File: src/rtl/mips_pkg.sv
// ============================================================================
// mips_pkg : shared types and constants for the instruction-memory loader
// Rev 1.0  : initial release
// ============================================================================
`default_nettype none

package mips_pkg;

   typedef enum logic [1:0] {
      S_IDLE  = 2'd0,
      S_COUNT = 2'd1,
      S_DATA  = 2'd2,
      S_DONE  = 2'd3
   } state_e;

   localparam logic [31:0] c_NOP = 32'h0000_0000;

   // Big-endian packing: the first byte of a word lands in bits [31:24]
   localparam int unsigned c_BYTE_W         = 8;
   localparam int unsigned c_BYTES_PER_WORD = 4;
   localparam logic [1:0]  c_LAST_BYTE      = 2'(c_BYTES_PER_WORD - 1);

   // A count byte of zero stands for 256 words
   function automatic logic [8:0] decode_count(input logic [c_BYTE_W-1:0] b);
      return (b == '0) ? 9'd256 : {1'b0, b};
   endfunction

endpackage

`default_nettype wire

File: src/rtl/imem_loader_idle_timer.sv
// ============================================================================
// idle_timer : saturating idle counter, flags expiry when it reaches TIMEOUT
// Rev 1.0    : initial release
// ============================================================================
`default_nettype none

module idle_timer #(
   parameter int unsigned TIMEOUT = 1_000_000
) (
   input  logic clk,
   input  logic reset,
   input  logic clear,
   input  logic enable,
   output logic expired
);

   localparam int unsigned W = $clog2(TIMEOUT + 1);
   localparam logic [W-1:0] c_LIMIT = W'(TIMEOUT);

   logic [W-1:0] count_q;

   always_ff @(posedge clk) begin
      if (reset || clear) begin
         count_q <= '0;
      end else if (enable && (count_q != c_LIMIT)) begin
         count_q <= count_q + W'(1);
      end
   end

   assign expired = enable && (count_q == c_LIMIT);

endmodule

`default_nettype wire

File: src/rtl/imem_loader.sv
// ============================================================================
// imem_loader : loads a UART byte stream into instruction RAM, big-endian,
//               holding the CPU and feeding it NOPs while a session runs
// Rev 1.0     : initial release
// ============================================================================
`default_nettype none

module imem_loader
   import mips_pkg::*;
#(
   parameter int unsigned ADDR_BITS = 6,
   parameter int unsigned TIMEOUT   = 1_000_000
) (
   input  logic                 clk,
   input  logic                 reset,
   input  logic                 load_req,
   input  logic                 rx_valid,
   input  logic [7:0]           rx_data,
   input  logic [31:0]          cpu_addr,
   output logic [31:0]          cpu_data,
   output logic [ADDR_BITS-1:0] mem_raddr,
   input  logic [31:0]          mem_rdata,
   output logic                 mem_we,
   output logic [ADDR_BITS-1:0] mem_waddr,
   output logic [31:0]          mem_wdata,
   output logic                 cpu_hold,
   output logic                 load_done,
   output logic                 load_err,
   output logic [ADDR_BITS:0]   word_count
);

   localparam logic [9:0] c_DEPTH = 10'(1) << ADDR_BITS;

   state_e               state_q;
   logic [8:0]           n_q;
   logic [1:0]           byte_idx_q;
   logic [31:0]          asm_q;
   logic [ADDR_BITS-1:0] waddr_q;
   logic [ADDR_BITS:0]   word_count_q;
   logic                 mem_we_q;
   logic [ADDR_BITS-1:0] mem_waddr_q;
   logic [31:0]          mem_wdata_q;
   logic                 load_done_q;
   logic                 load_err_q;

   logic [8:0]           count_d;
   logic [31:0]          asm_d;
   logic                 w_active;
   logic                 w_expired;
   logic                 w_unused_addr;

   assign count_d  = decode_count(rx_data);
   assign asm_d    = {asm_q[23:0], rx_data};
   assign w_active = (state_q == S_COUNT) || (state_q == S_DATA);

   idle_timer #(
      .TIMEOUT (TIMEOUT)
   ) u_idle_timer (
      .clk     (clk),
      .reset   (reset),
      .clear   (rx_valid || !w_active),
      .enable  (w_active),
      .expired (w_expired)
   );

   always_ff @(posedge clk) begin
      if (reset) begin
         state_q      <= S_IDLE;
         n_q          <= '0;
         byte_idx_q   <= '0;
         asm_q        <= '0;
         waddr_q      <= '0;
         word_count_q <= '0;
         mem_we_q     <= 1'b0;
         mem_waddr_q  <= '0;
         mem_wdata_q  <= '0;
         load_done_q  <= 1'b0;
         load_err_q   <= 1'b0;
      end else begin
         mem_we_q    <= 1'b0;
         load_done_q <= 1'b0;
         load_err_q  <= 1'b0;
         case (state_q)
            S_IDLE: begin
               if (load_req) begin
                  state_q      <= S_COUNT;
                  word_count_q <= '0;
                  byte_idx_q   <= '0;
                  waddr_q      <= '0;
               end
            end
            S_COUNT: begin
               if (rx_valid) begin
                  if ({1'b0, count_d} > c_DEPTH) begin
                     load_err_q <= 1'b1;
                     state_q    <= S_IDLE;
                  end else begin
                     n_q     <= count_d;
                     state_q <= S_DATA;
                  end
               end else if (w_expired) begin
                  load_err_q <= 1'b1;
                  state_q    <= S_IDLE;
               end
            end
            S_DATA: begin
               // word_count already reflects a write issued on the previous edge
               if (9'(word_count_q) == n_q) begin
                  load_done_q <= 1'b1;
                  state_q     <= S_DONE;
               end else if (rx_valid) begin
                  asm_q      <= asm_d;
                  byte_idx_q <= byte_idx_q + 2'd1;
                  if (byte_idx_q == c_LAST_BYTE) begin
                     mem_we_q     <= 1'b1;
                     mem_waddr_q  <= waddr_q;
                     mem_wdata_q  <= asm_d;
                     waddr_q      <= waddr_q + ADDR_BITS'(1);
                     word_count_q <= word_count_q + (ADDR_BITS + 1)'(1);
                  end
               end else if (w_expired) begin
                  load_err_q <= 1'b1;
                  state_q    <= S_IDLE;
               end
            end
            S_DONE: begin
               state_q <= S_IDLE;
            end
            default: begin
               state_q <= S_IDLE;
            end
         endcase
      end
   end

   assign cpu_hold   = (state_q != S_IDLE);
   assign cpu_data   = cpu_hold ? c_NOP : mem_rdata;
   assign mem_raddr  = cpu_addr[ADDR_BITS+1:2];
   assign mem_we     = mem_we_q;
   assign mem_waddr  = mem_waddr_q;
   assign mem_wdata  = mem_wdata_q;
   assign load_done  = load_done_q;
   assign load_err   = load_err_q;
   assign word_count = word_count_q;

   assign w_unused_addr = ^{cpu_addr[31:ADDR_BITS+2], cpu_addr[1:0]};

endmodule

`default_nettype wire

File: config.mk
export PLATFORM = sky130hd
export DESIGN_NAME = imem_loader
export DESIGN_NICKNAME = d
export VERILOG_FILES = /design/src/rtl/mips_pkg.sv /design/src/rtl/imem_loader_idle_timer.sv /design/src/rtl/imem_loader.sv
export SDC_FILE = /design/constraint.sdc
export NUM_CORES = 1
export LEC_CHECK = 0
export BUFFER_PORTS_ARGS = -buffer_cell sky130_fd_sc_hd__buf_2
export CELL_PAD_IN_SITES_DETAIL_PLACEMENT = 1
export CELL_PAD_IN_SITES_GLOBAL_PLACEMENT = 1
export CORE_AREA = 4 4 114 138
export DETAILED_ROUTE_END_ITERATION = 7
export DIE_AREA = 0 0 118 142
export GPL_ROUTABILITY_DRIVEN = 0
export HOLD_SLACK_MARGIN = 0.03
export PLACE_DENSITY_LB_ADDON = 0.3
export REMOVE_ABC_BUFFERS = 1
export SLEW_MARGIN = 10
export SYNTH_ARGS = -nofsm -noshare
export SYNTH_HDL_FRONTEND = slang
export SYNTH_SLANG_ARGS = --single-unit
File: constraint.sdc
create_clock -name clk -period 3.63 [get_ports clk]
set_clock_uncertainty 0.05 [all_clocks]
set_input_delay 0.5445 -clock clk [delete_from_list [all_inputs] [get_ports clk]]
set_output_delay 0.5445 -clock clk [all_outputs]
set_load 0.005 [all_outputs]
; ---- After elaboration in Yosys (flattened, before gate mapping)
; Index checks and enable logic that the tools add are counted.
; Widths: inputs -> output; s select.
[totals]
reg_bits = 111
in_bits = 76
wordCells = 82
[op_classes]
add_sub_neg = 4
magnitude_cmp = 1
eq_ne = 12
mux = 31
bitwise_logic = 4
reduce_logical = 18
[ops]
columns = operator, count
row1 = $mux 32, 1
row2 = $mux 7, 4
row3 = $mux 6, 4
row4 = $add 20x1->20 const B, 1
row5 = $eq 20x20->1 const B, 1
row6 = $ne 20x20->1 const B, 1
row7 = $mux 2, 9
row8 = $pmux 7 s2, 1
row9 = $pmux 6 s2, 1
row10 = $eq 7x9->1, 1
row11 = $gt 9x7->1 const B, 1
row12 = $mux 9, 1
row13 = $logic_not 8->1, 1
row14 = $pmux 2 s4, 1
row15 = $reduce_and 4->1, 2
row16 = $add 7x1->7 const B, 1
row17 = $mux 1, 7
row18 = $add 6x1->6 const B, 1
row19 = $eq 2x2->1 const B, 3
row20 = $ne 2x2->1 const B, 3
row21 = $reduce_and 3->1, 2
row22 = $reduce_and 5->1, 1
row23 = $not 1->1, 4
row24 = $pmux 2 s2, 1
row25 = other kinds (13), 17

; ---- Logic depth before layout (Yosys ltp)
; Gate-level depths: netlist of run 1.
[logic_depth]
word_depth = 7
depth_mapped = 8

; ---- By module
; Synthesis of run 1 repeated with hierarchy kept, for this count alone.
[unflattened]
cells_unflattened = 535
area_unflattened_um2 = 4992.3
[by_module_without_submodules]
columns = module, instances, cells_each, area_per_inst_um2, seq_area_each_um2
row1 = imem_loader, 1, 407, 3893.7, 1821.7
row2 = idle_timer, 1, 128, 1098.6, 400.4

; ---- Least setup slack after synthesis of run 1
; Ideal clock, no wire load.
[synth_path]
path_kind = register to register
startpoint = register u_idle_timer.count_q[0]
endpoint = register state_q[1]
setup_time_ns = 0.117
arrival_time_ns = 1.913
setup_slack_ns = 1.550
path_stages_with_launch = 8
path_buffers = 0
period_less_slack_ns = 2.080
path_cell_list = dfxtp_1 inv_1 ha_1 nand2b_1 or4_4 or3_4 a311o_1 a32o_1
[synth_via]
elab_chain_cells = 6
elab_cells_between_ends = 7
classes_between = 1 x eq/ne / 5 x mux / 1 x reduce/logical
[synth_rtl]
columns = item, line
row1 = from (decl), imem_loader_idle_timer.sv:20  ; logic [W-1:0] count_q;
row2 = from (signal assigned), imem_loader_idle_timer.sv:26  ; count_q <= count_q + W'(1);
row3 = $eq 20x20->1 *, imem_loader_idle_timer.sv:30  ; assign expired = enable && (count_q == c_LIMIT);
row4 = $logic_and 1x1->1 *, imem_loader_idle_timer.sv:30
row5 = $mux 2 *, -
row6 = $mux 2 (2 in a row), -
row7 = $pmux 2 s4 *, -
row8 = to (signal assigned), imem_loader.sv:68  ; state_q <= S_IDLE;
row9 = to (signal assigned), imem_loader.sv:86  ; state_q <= S_COUNT;
row10 = to (signal assigned), imem_loader.sv:96  ; state_q <= S_IDLE;
row11 = to (decl), imem_loader.sv:34  ; state_e state_q;
; Mark *: on every way between the ends. The rest lies on a longest branch, timed or not. The select of a mux whose other input is x is not followed.
; A chain may end at the register's enable or synchronous reset.

; ---- Final worst setup path of run 1
[layout_path]
startpoint = register word_count_q[4] (netlist: word_count[4])
endpoint = register state_q[1]
[layout_via]
elab_chain_cells = 3
elab_cells_between_ends = 5
classes_between = 2 x eq/ne / 2 x mux / 1 x reduce/logical
[layout_rtl]
columns = item, line
row1 = from (decl), imem_loader.sv:39  ; logic [ADDR_BITS:0] word_count_q;
row2 = from (signal assigned), imem_loader.sv:119  ; word_count_q <= word_count_q + (ADDR_BITS + 1)'(1);
row3 = $eq 7x9->1 *, imem_loader.sv:108  ; if (9'(word_count_q) == n_q) begin
row4 = $mux 2 / $ne 3x2->1 (equally long branches), -
row5 = $pmux 2 s4 / $reduce_and 2->1 (equally long branches), -
row6 = to (signal assigned), imem_loader.sv:86
row7 = to (signal assigned), imem_loader.sv:96
row8 = to (signal assigned), imem_loader.sv:110  ; state_q <= S_DONE;
; Mark *: on every way between the ends. The rest lies on a longest branch, timed or not.

==> impl_results.md, run 1 <==
* Setup crit start: word_count[4]$_SDFFE_PP0P_
* Critical Path Sink: state_q[1]$_SDFFE_PP0P_
* Unique masters post-synth at 45
* CTS tree: done
* Mux contribution to synthesized area at 0.162
* Logic pwr share at 0.104
* Clock buffer depth at 2
* Complex-gate fraction of the synthesized area at 0.0649
* Vias in the first global route at between 4000 and 5000
* Post-CTS Repair Setup Buffers at 0
* FF-to-FF End: state_q[1]$_SDFFE_PP0P_
* Clock Tree Root: clkbuf_16
* Synth Warn # at 0
* Syn-to-layout area delta at 21.7%
* XOR/XNOR Fraction of Synth Area at 0.0426
* Worst EP required at 3.82 ns
* ANT nets after route at 0
* FFs w/ async S/R, synth at 0
* Initial Util at 0.345
* Final Cycle Share at 0.691
* Status: completed
* Synthesized area at between 4000 and 5000 um^2
* Rows at 48
* Ant. Diodes at 0
* CP max stage delay at approximately 0.46 ns
* WP data arrival at between 2 and 3 ns
* Main combinational cell family by area after synthesis: simple AND/OR/NAND/NOR gates
* Layout cells sized above 1 at 0.240
* Psw at a little over 0.0006 W
* Die area at 16800 um^2
* Power Dens Cells at about 420 nW/um^2
* Die Wd at between 100 and 150 um
* Worst Max-Slew Pin Slew at 0.808 ns
* Core area at around 14000 um^2
* Worst hold path type: reg -> reg
* DR DRC count at 0
* Switching share of power at 0.247
* 1st-iter DRT viols at 222
* H-Tree Depth at 3
* Final setup violating endpoints at 0
* R2R Setup Slk at about 1.1 ns
* P_int at around 0.0019 W
* DPL Wire Length at 9280 um
* Kind of critical path: reg -> reg
* PortBufs at roughly 120
* Largest net degree at the start of global routing at between 80 and 90
* Post-Synth Adder-Cell Area at 0.0203
* Worst slew margin at 0.461
* Initial antenna violation count at 0
* Die Y at roughly 140 um
* Total placed instance area at between 5000 and 6000 um^2
* Max IR drop VDD at roughly 230 uV
* Wirelength, routed at between 10000 and 15000 um
* Worst path cell trace: xnor2_1, nand4_1, o211ai_1, buf_4, o21ai_0, a32o_1
* Crit path time final at 2.51 ns
* Critical path's slowest cell: dfxtp_1
* Wire length of the first global-routing pass at between 20000 and 25000 um
* Worst r2r src: word_count[4]$_SDFFE_PP0P_
* RSZ-0062 raised after global routing: false
* Most used DFF post-synth: dfxtp_1
* Fin nets at between 700 and 800
* CP Launch Type: flip-flop
* First-pass iteration count of the detailed router at 4
* Clock slew seen by the registers of the worst setup and hold paths at 0.08 ns
* CP max FO at 26
* Sequential fraction of the synthesis area at 0.450
* Clock Latency Late Sink at roughly 0.35 ns
* Clk sinks at 111
* Post-layout instance area at roughly 6000 um^2
* Post-synth EDFFs at 0
* Reg2reg path depth at 6
* Simple-gate share of the synthesized area at 0.215
* Peak Freq at roughly 400 MHz
* Power share of the clock group at 0.411
* Cts repair resizes at 0
* Ports at roughly 160
* Pwr Total at about 0.0025 W
* Gr ovfl total at 0
* Final Hold Viols at 0
* All-Layer GR Usage at 0.153
* Sequential Power Share at 0.485
* Avg Synthesized Cell Area at slightly above 9 um^2
* Final slew viol count at 0
* Setup crit end kind: flip-flop
* Syn Inst Count at 531
* Number of buffers created by CTS at 9
* DR vias at roughly 4100
* FF+latch count, synth at between 100 and 150
* Via-per-instance ratio at around 5.0
* Leakage power total at around 2.9 nW
* Number of max-cap violations at 0
* DR WL/cell at between 15 and 20 um
* CTS hold repair buffers at 0
==> cell usage in the layout, fill, tap and decap left out, types with 2 or more instances in the layout <==
master,count
buf_2,124
dfxtp_1,111
nor2_1,93
mux2i_1,80
and2_1,35
xnor2_1,17
nand2_1,17
a21oi_1,14
inv_1,12
nand3_1,12
nand2b_1,12
o21ai_0,12
buf_4,10
clkbuf_16,9
nand4_1,8
ha_1,8
xor2_1,7
nor3_1,6
or3_1,5
and3_1,5
nor4_1,4
o211ai_1,3
a21o_1,3
a211oi_1,3
nor4b_1,2
o2111ai_1,2
o21bai_1,2
nand3b_1,2
or4_1,2
nor3b_1,2
a2111o_1,2
inv_6,2
==> worst min-delay path by stage <==
stage                                     from                         end  slack (ns)  depth (start not counted)
floorplan           byte_idx_q[1]$_SDFFE_PP0P_  byte_idx_q[1]$_SDFFE_PP0P_        0.40                          2
global placement           n_q[7]$_SDFFE_PP0P_         n_q[7]$_SDFFE_PP0P_        0.41                          1
detailed placement         n_q[7]$_SDFFE_PP0P_         n_q[7]$_SDFFE_PP0P_        0.42                          1
CTS                        n_q[7]$_SDFFE_PP0P_         n_q[7]$_SDFFE_PP0P_        0.43                          1
global route               n_q[7]$_SDFFE_PP0P_         n_q[7]$_SDFFE_PP0P_        0.44                          1
finish                     n_q[8]$_SDFFE_PP0P_         n_q[8]$_SDFFE_PP0P_        0.43                          1
==> power groups by stage <==
stage	sequential (W)	clock, W	combinational, W
floorplan	0.00125	0	0.000127
global placement	0.00125	0	0.000257
detailed placement	0.00125	0	0.000267
CTS	0.00122	0.00107	0.000268
global route	0.00122	0.00112	0.000295
finish	0.00122	0.00104	0.000262
==> critical path: cells and delay by family (launching register included) <==
family	cells	cell delay, ns
compound gates	3	0.82
xor+xnor	1	0.16
buf+inv	1	0.46
flops	1	0.46
simple gates	1	0.44
==> final cells by class <==
class,count,area (um^2)
Sequential cell,111,2220
Clock buffer,10,239
Inverter,12,45.0
Tap cell,175,219
Timing Repair Buffer,134,696
Multi-Input combinational cell,373,2510
Fill cell,1695,8290
Clock inverter,6,75.1
==> Yosys cell counts (all sizes together) (2+ instances only) <==
| library cell | instances | area share |
|---|---|---|
| nor3b | 2 | 0.0030 |
| nor4 | 4 | 0.0051 |
| a211oi | 3 | 0.0046 |
| mux2i | 80 | 0.16 |
| nor2 | 93 | 0.071 |
| nand2b | 12 | 0.015 |
| o211ai | 3 | 0.0046 |
| or4 | 3 | 0.0053 |
| nor3 | 6 | 0.0061 |
| and3 | 5 | 0.0063 |
| a2111o | 2 | 0.0046 |
| nand2 | 17 | 0.013 |
| clkbuf | 19 | 0.014 |
| buf | 16 | 0.021 |
| o2111ai | 3 | 0.0053 |
| nand3b | 2 | 0.0030 |
| xnor2 | 17 | 0.030 |
| inv | 12 | 0.0091 |
| o21ai | 12 | 0.012 |
| and2 | 35 | 0.044 |
| or3 | 6 | 0.0086 |
| ha | 8 | 0.020 |
| o21bai | 2 | 0.0030 |
| a21o | 3 | 0.0046 |
| a21oi | 14 | 0.014 |
| xor2 | 7 | 0.012 |
| nand3 | 12 | 0.012 |
| nand4 | 8 | 0.010 |
| dfxtp | 111 | 0.45 |
| nor4b | 2 | 0.0035 |
==> per-layer routing <==
| layer | track usage | up-vias | part of all wire |
|---|---|---|---|
| met2 | 0.274 | 129 | 0.49 |
| met3 | 0.0505 | 8 | 0.060 |
| met5 | 0 | - | 0 |
| met4 | 0.0340 | 0 | 0.0095 |
| met1 | 0.178 | 1988 | 0.44 |
| li1 | - | 2019 | - |
==> state kept, by name (all words and copies together), names as in the netlist, 2 cells and up <==
name,count
u_idle_timer.count_q,20
mem_wdata,32
state_q,2
n_q,9
asm_q,24
waddr_q,6
word_count,7
byte_idx_q,2
mem_waddr,6
==> logic make-up after synthesis <==
| kind of cell | Yosys count |
|---|---|
| fa+ha+maj | 8 |
| simple gates | 212 |
| xor+xnor | 24 |
| compound gates | 49 |
| buf+inv | 47 |
| mux | 80 |
| flops | 111 |
==> stage by stage <==
step	util	std cells	setup TNS [ns]	hold WS (ns)	worst slack, ns
finish	0.420	821	0	0.426	1.12
global route	0.420	821	0	0.440	0.976
CTS	0.420	821	0	0.430	1.10
detailed placement	0.398	805	0	0.419	1.13
global placement	0.398	805	0	0.414	1.24
floorplan	-	496	-22.38	0.402	-0.581
(Power assumes the default switching activity.)
==> run 2, diff against run 1 <==
Clock period 3.63 ns to 2.4 ns, I/O delays scaled along.
==> run 2 against run 1 <==
Against the previous run:
- clock-buffer cell count unchanged
- worst setup slack got worse by 0.95 ns
- critical path depth is 1 higher
- global-route usage about the same
- sequential share of layout area decreased by 0.69 points
- non-clock buffer count increased by 7
- first-iteration DRC count is 4.1% lower
- sequential power grew 52%
- cell area is 1.9% higher
- combinational power increased by 57%
- total power rose by 58%
- critical path type unchanged
==> impl_results.md, run 2 (synthesis gave the netlist of run 1 again) <==
* Status: completed
* Syn-to-layout area delta at 24.0%
* Core area at 14300 um^2
* Worst r2r src: state_q[0]$_SDFFE_PP0P_
* CP max stage delay at ~0.47 ns
* Worst slew margin at 0.534
* CTS tree: done
* CTS hold repair buffers at 0
* Via-per-instance ratio at 5.00
* DR DRC count at 0
* Psw at just over 0.0009 W
* Power Dens Cells at between 600 and 700 nW/um^2
* FF-to-FF End: word_count[5]$_SDFFE_PP0P_
* Top delay family on crit path: compound AO/OA/AOI/OAI gates
* Logic pwr share at 0.103
* Most frequent cells in the layout: 124 x buf_2, 111 x dfxtp_1, 93 x nor2_1
* Switching share of power at 0.230
* Leakage power total at around 3.0 nW
* Peak Freq at between 400 and 500 MHz
* Ant. Diodes at 0
* H-Tree Depth at 3
* Layout cells sized above 1 at 0.248
* Largest net degree at the start of global routing at between 60 and 70
* CP bufs+invs at 1
* Post-Layout Cell Count at about 830
* Die area at 16800 um^2
* All-Layer GR Usage at 0.153
* Worst EP required at ~2.6 ns
* Initial antenna violation count at 0
* Number of fill cells in the layout at roughly 1700
* Ports at between 150 and 200
* FF/Latch Area at 2220 um^2
* RSZ-0062 raised after global routing: false
* Worst path cell trace: inv_1, ha_1, mux2i_1, a21oi_1, nand4_1, a211oi_1, mux2i_1
* Initial Util at 0.345
* Max IR drop VDD at 278 uV
* DR WL/cell at between 15 and 20 um
* Reg2reg path depth at 7
* Combined area of the multi-input logic cells at 2520 um^2
* Final setup violating endpoints at 0
* Final slew viol count at 0
* First-pass iteration count of the detailed router at 4
* Commonest non-fill, non-tap cell in the layout: buf_2
* Number of flip-flops in the largest register at 32
* Kind of critical path: reg -> reg
* Setup crit end kind: flip-flop
* Die Y at between 100 and 150 um
* Clock buffer depth at 2
* Worst Hold Launch: rx_data[5]
* Vias in the first global route at 4513
* Setup TNS at 0 ns
* Clk sinks at 111
* Final Hold Viols at 0
* Power share of the clock group at 0.431
* PortBufs at 124
* R2R Setup Slk at approximately 0.17 ns
* Final Cycle Share at 0.929
* Inst Count DP at slightly above 800
* Wire length of the first global-routing pass at 21400 um
* CP max FO at 8
* Worst Max-Slew Pin Slew at around 0.7 ns
* Worst hold path type: in -> reg
* Fin nets at between 700 and 800
* Clock Latency Late Sink at roughly 0.34 ns
* Gr ovfl total at 0
* Critical path's slowest cell: a21oi_1
* P_int at about 0.0031 W
* Die Wd at ~120 um
* Clock Tree Root: clkbuf_16
* Hold Path End: mem_wdata[5]$_SDFFE_PP0P_
* Wirelength, routed at 12700 um
* Number of max-cap violations at 0
* 1st-iter DRT viols at approximately 210
* ANT nets after route at 0
* CP Launch Type: flip-flop
* WP data arrival at around 2.5 ns
* Crit path time final at about 2.2 ns
* Crit-path most repeated cell: mux2i_1
* Clock slew seen by the registers of the worst setup and hold paths at roughly 0.07 ns
* Rows at 48
* Number of buffers created by CTS at 9
* DPL Wire Length at 9370 um
* Sequential Power Share at 0.466
* DR vias at just over 4000
* Worst Hold Depth at 3
-- run 2: per-stage QoR --
stage,hold slack [ns],setup WS (ns),area [um^2],utilization,power (W)
after global placement,0.414,0.227,5770,0.404,0.00230
after CTS,0.256,0.139,6120,0.428,0.00404
after detailed placement,0.426,0.174,5770,0.404,0.00231
after floorplan,0.382,-1.81,4760,-,0.00209
final,0.266,0.171,6120,0.428,0.00398
after global routing,0.285,0.00257,6120,0.428,0.00417
-- run 2: final cells by class --
cell class,instances,share of cell area
inverters,12,0.00736
clock inverters,6,0.0192
multi-input cells,373,0.411
clock buffers,10,0.0374
repair buffers,141,0.126
well taps,175,0.0358
flip-flops and latches,111,0.363
-- run 2: power groups by stage --
stage | Combinational [W] | Sequential [W] | Clock [W]
5_1_grt | 0.000462 | 0.00185 | 0.00186
3_3_place_gp | 0.000402 | 0.00190 | 0
3_5_place_dp | 0.000416 | 0.00190 | 0
2_1_floorplan | 0.000192 | 0.00189 | 0
4_1_cts | 0.000418 | 0.00185 | 0.00177
6_report | 0.000412 | 0.00185 | 0.00171
-- run 2: repair_timing --
item                       4_1_cts  5_1_grt
buffers inserted                 0        0
setup endpoints to repair        0        4
resized for setup                0        2
-- run 2: worst max-delay path by stage --
stage                                                     from                    endpoint  slack (ns)  cells after the start
after floorplan                     word_count[0]$_SDFFE_PP0P_   mem_waddr[0]$_SDFFE_PP0P_       -1.81                      5
after global placement    u_idle_timer.count_q[0]$_SDFFE_PP0P_     state_q[1]$_SDFFE_PP0P_        0.23                      7
after detailed placement               state_q[0]$_SDFFE_PP0P_  word_count[1]$_SDFFE_PP0P_        0.17                      6
after CTS                              state_q[0]$_SDFFE_PP0P_  word_count[1]$_SDFFE_PP0P_        0.14                      6
after global routing                   state_q[0]$_SDFFE_PP0P_  word_count[5]$_SDFFE_PP0P_       0.003                      7
final                                  state_q[0]$_SDFFE_PP0P_  word_count[5]$_SDFFE_PP0P_        0.17                      7
-- run 2: worst register-to-register path: cells and delay by family, from the launching register on --
family,cells,cell delay (ns)
multiplexers,2,0.36
adder cells (fa/ha/maj),1,0.34
flip-flops,1,0.32
AO/OA/AOI/OAI,2,0.74
AND/OR/NAND/NOR,1,0.24
buffers and inverters,1,0.10
-- run 2: per-layer routing --
layer	wire, um	GRT usage	part of all wire
met1	5590	0.175	0.44
met2	6270	0.284	0.49
met3	753	0.0402	0.059
met4	102	0.0364	0.0080
met5	0	0	0
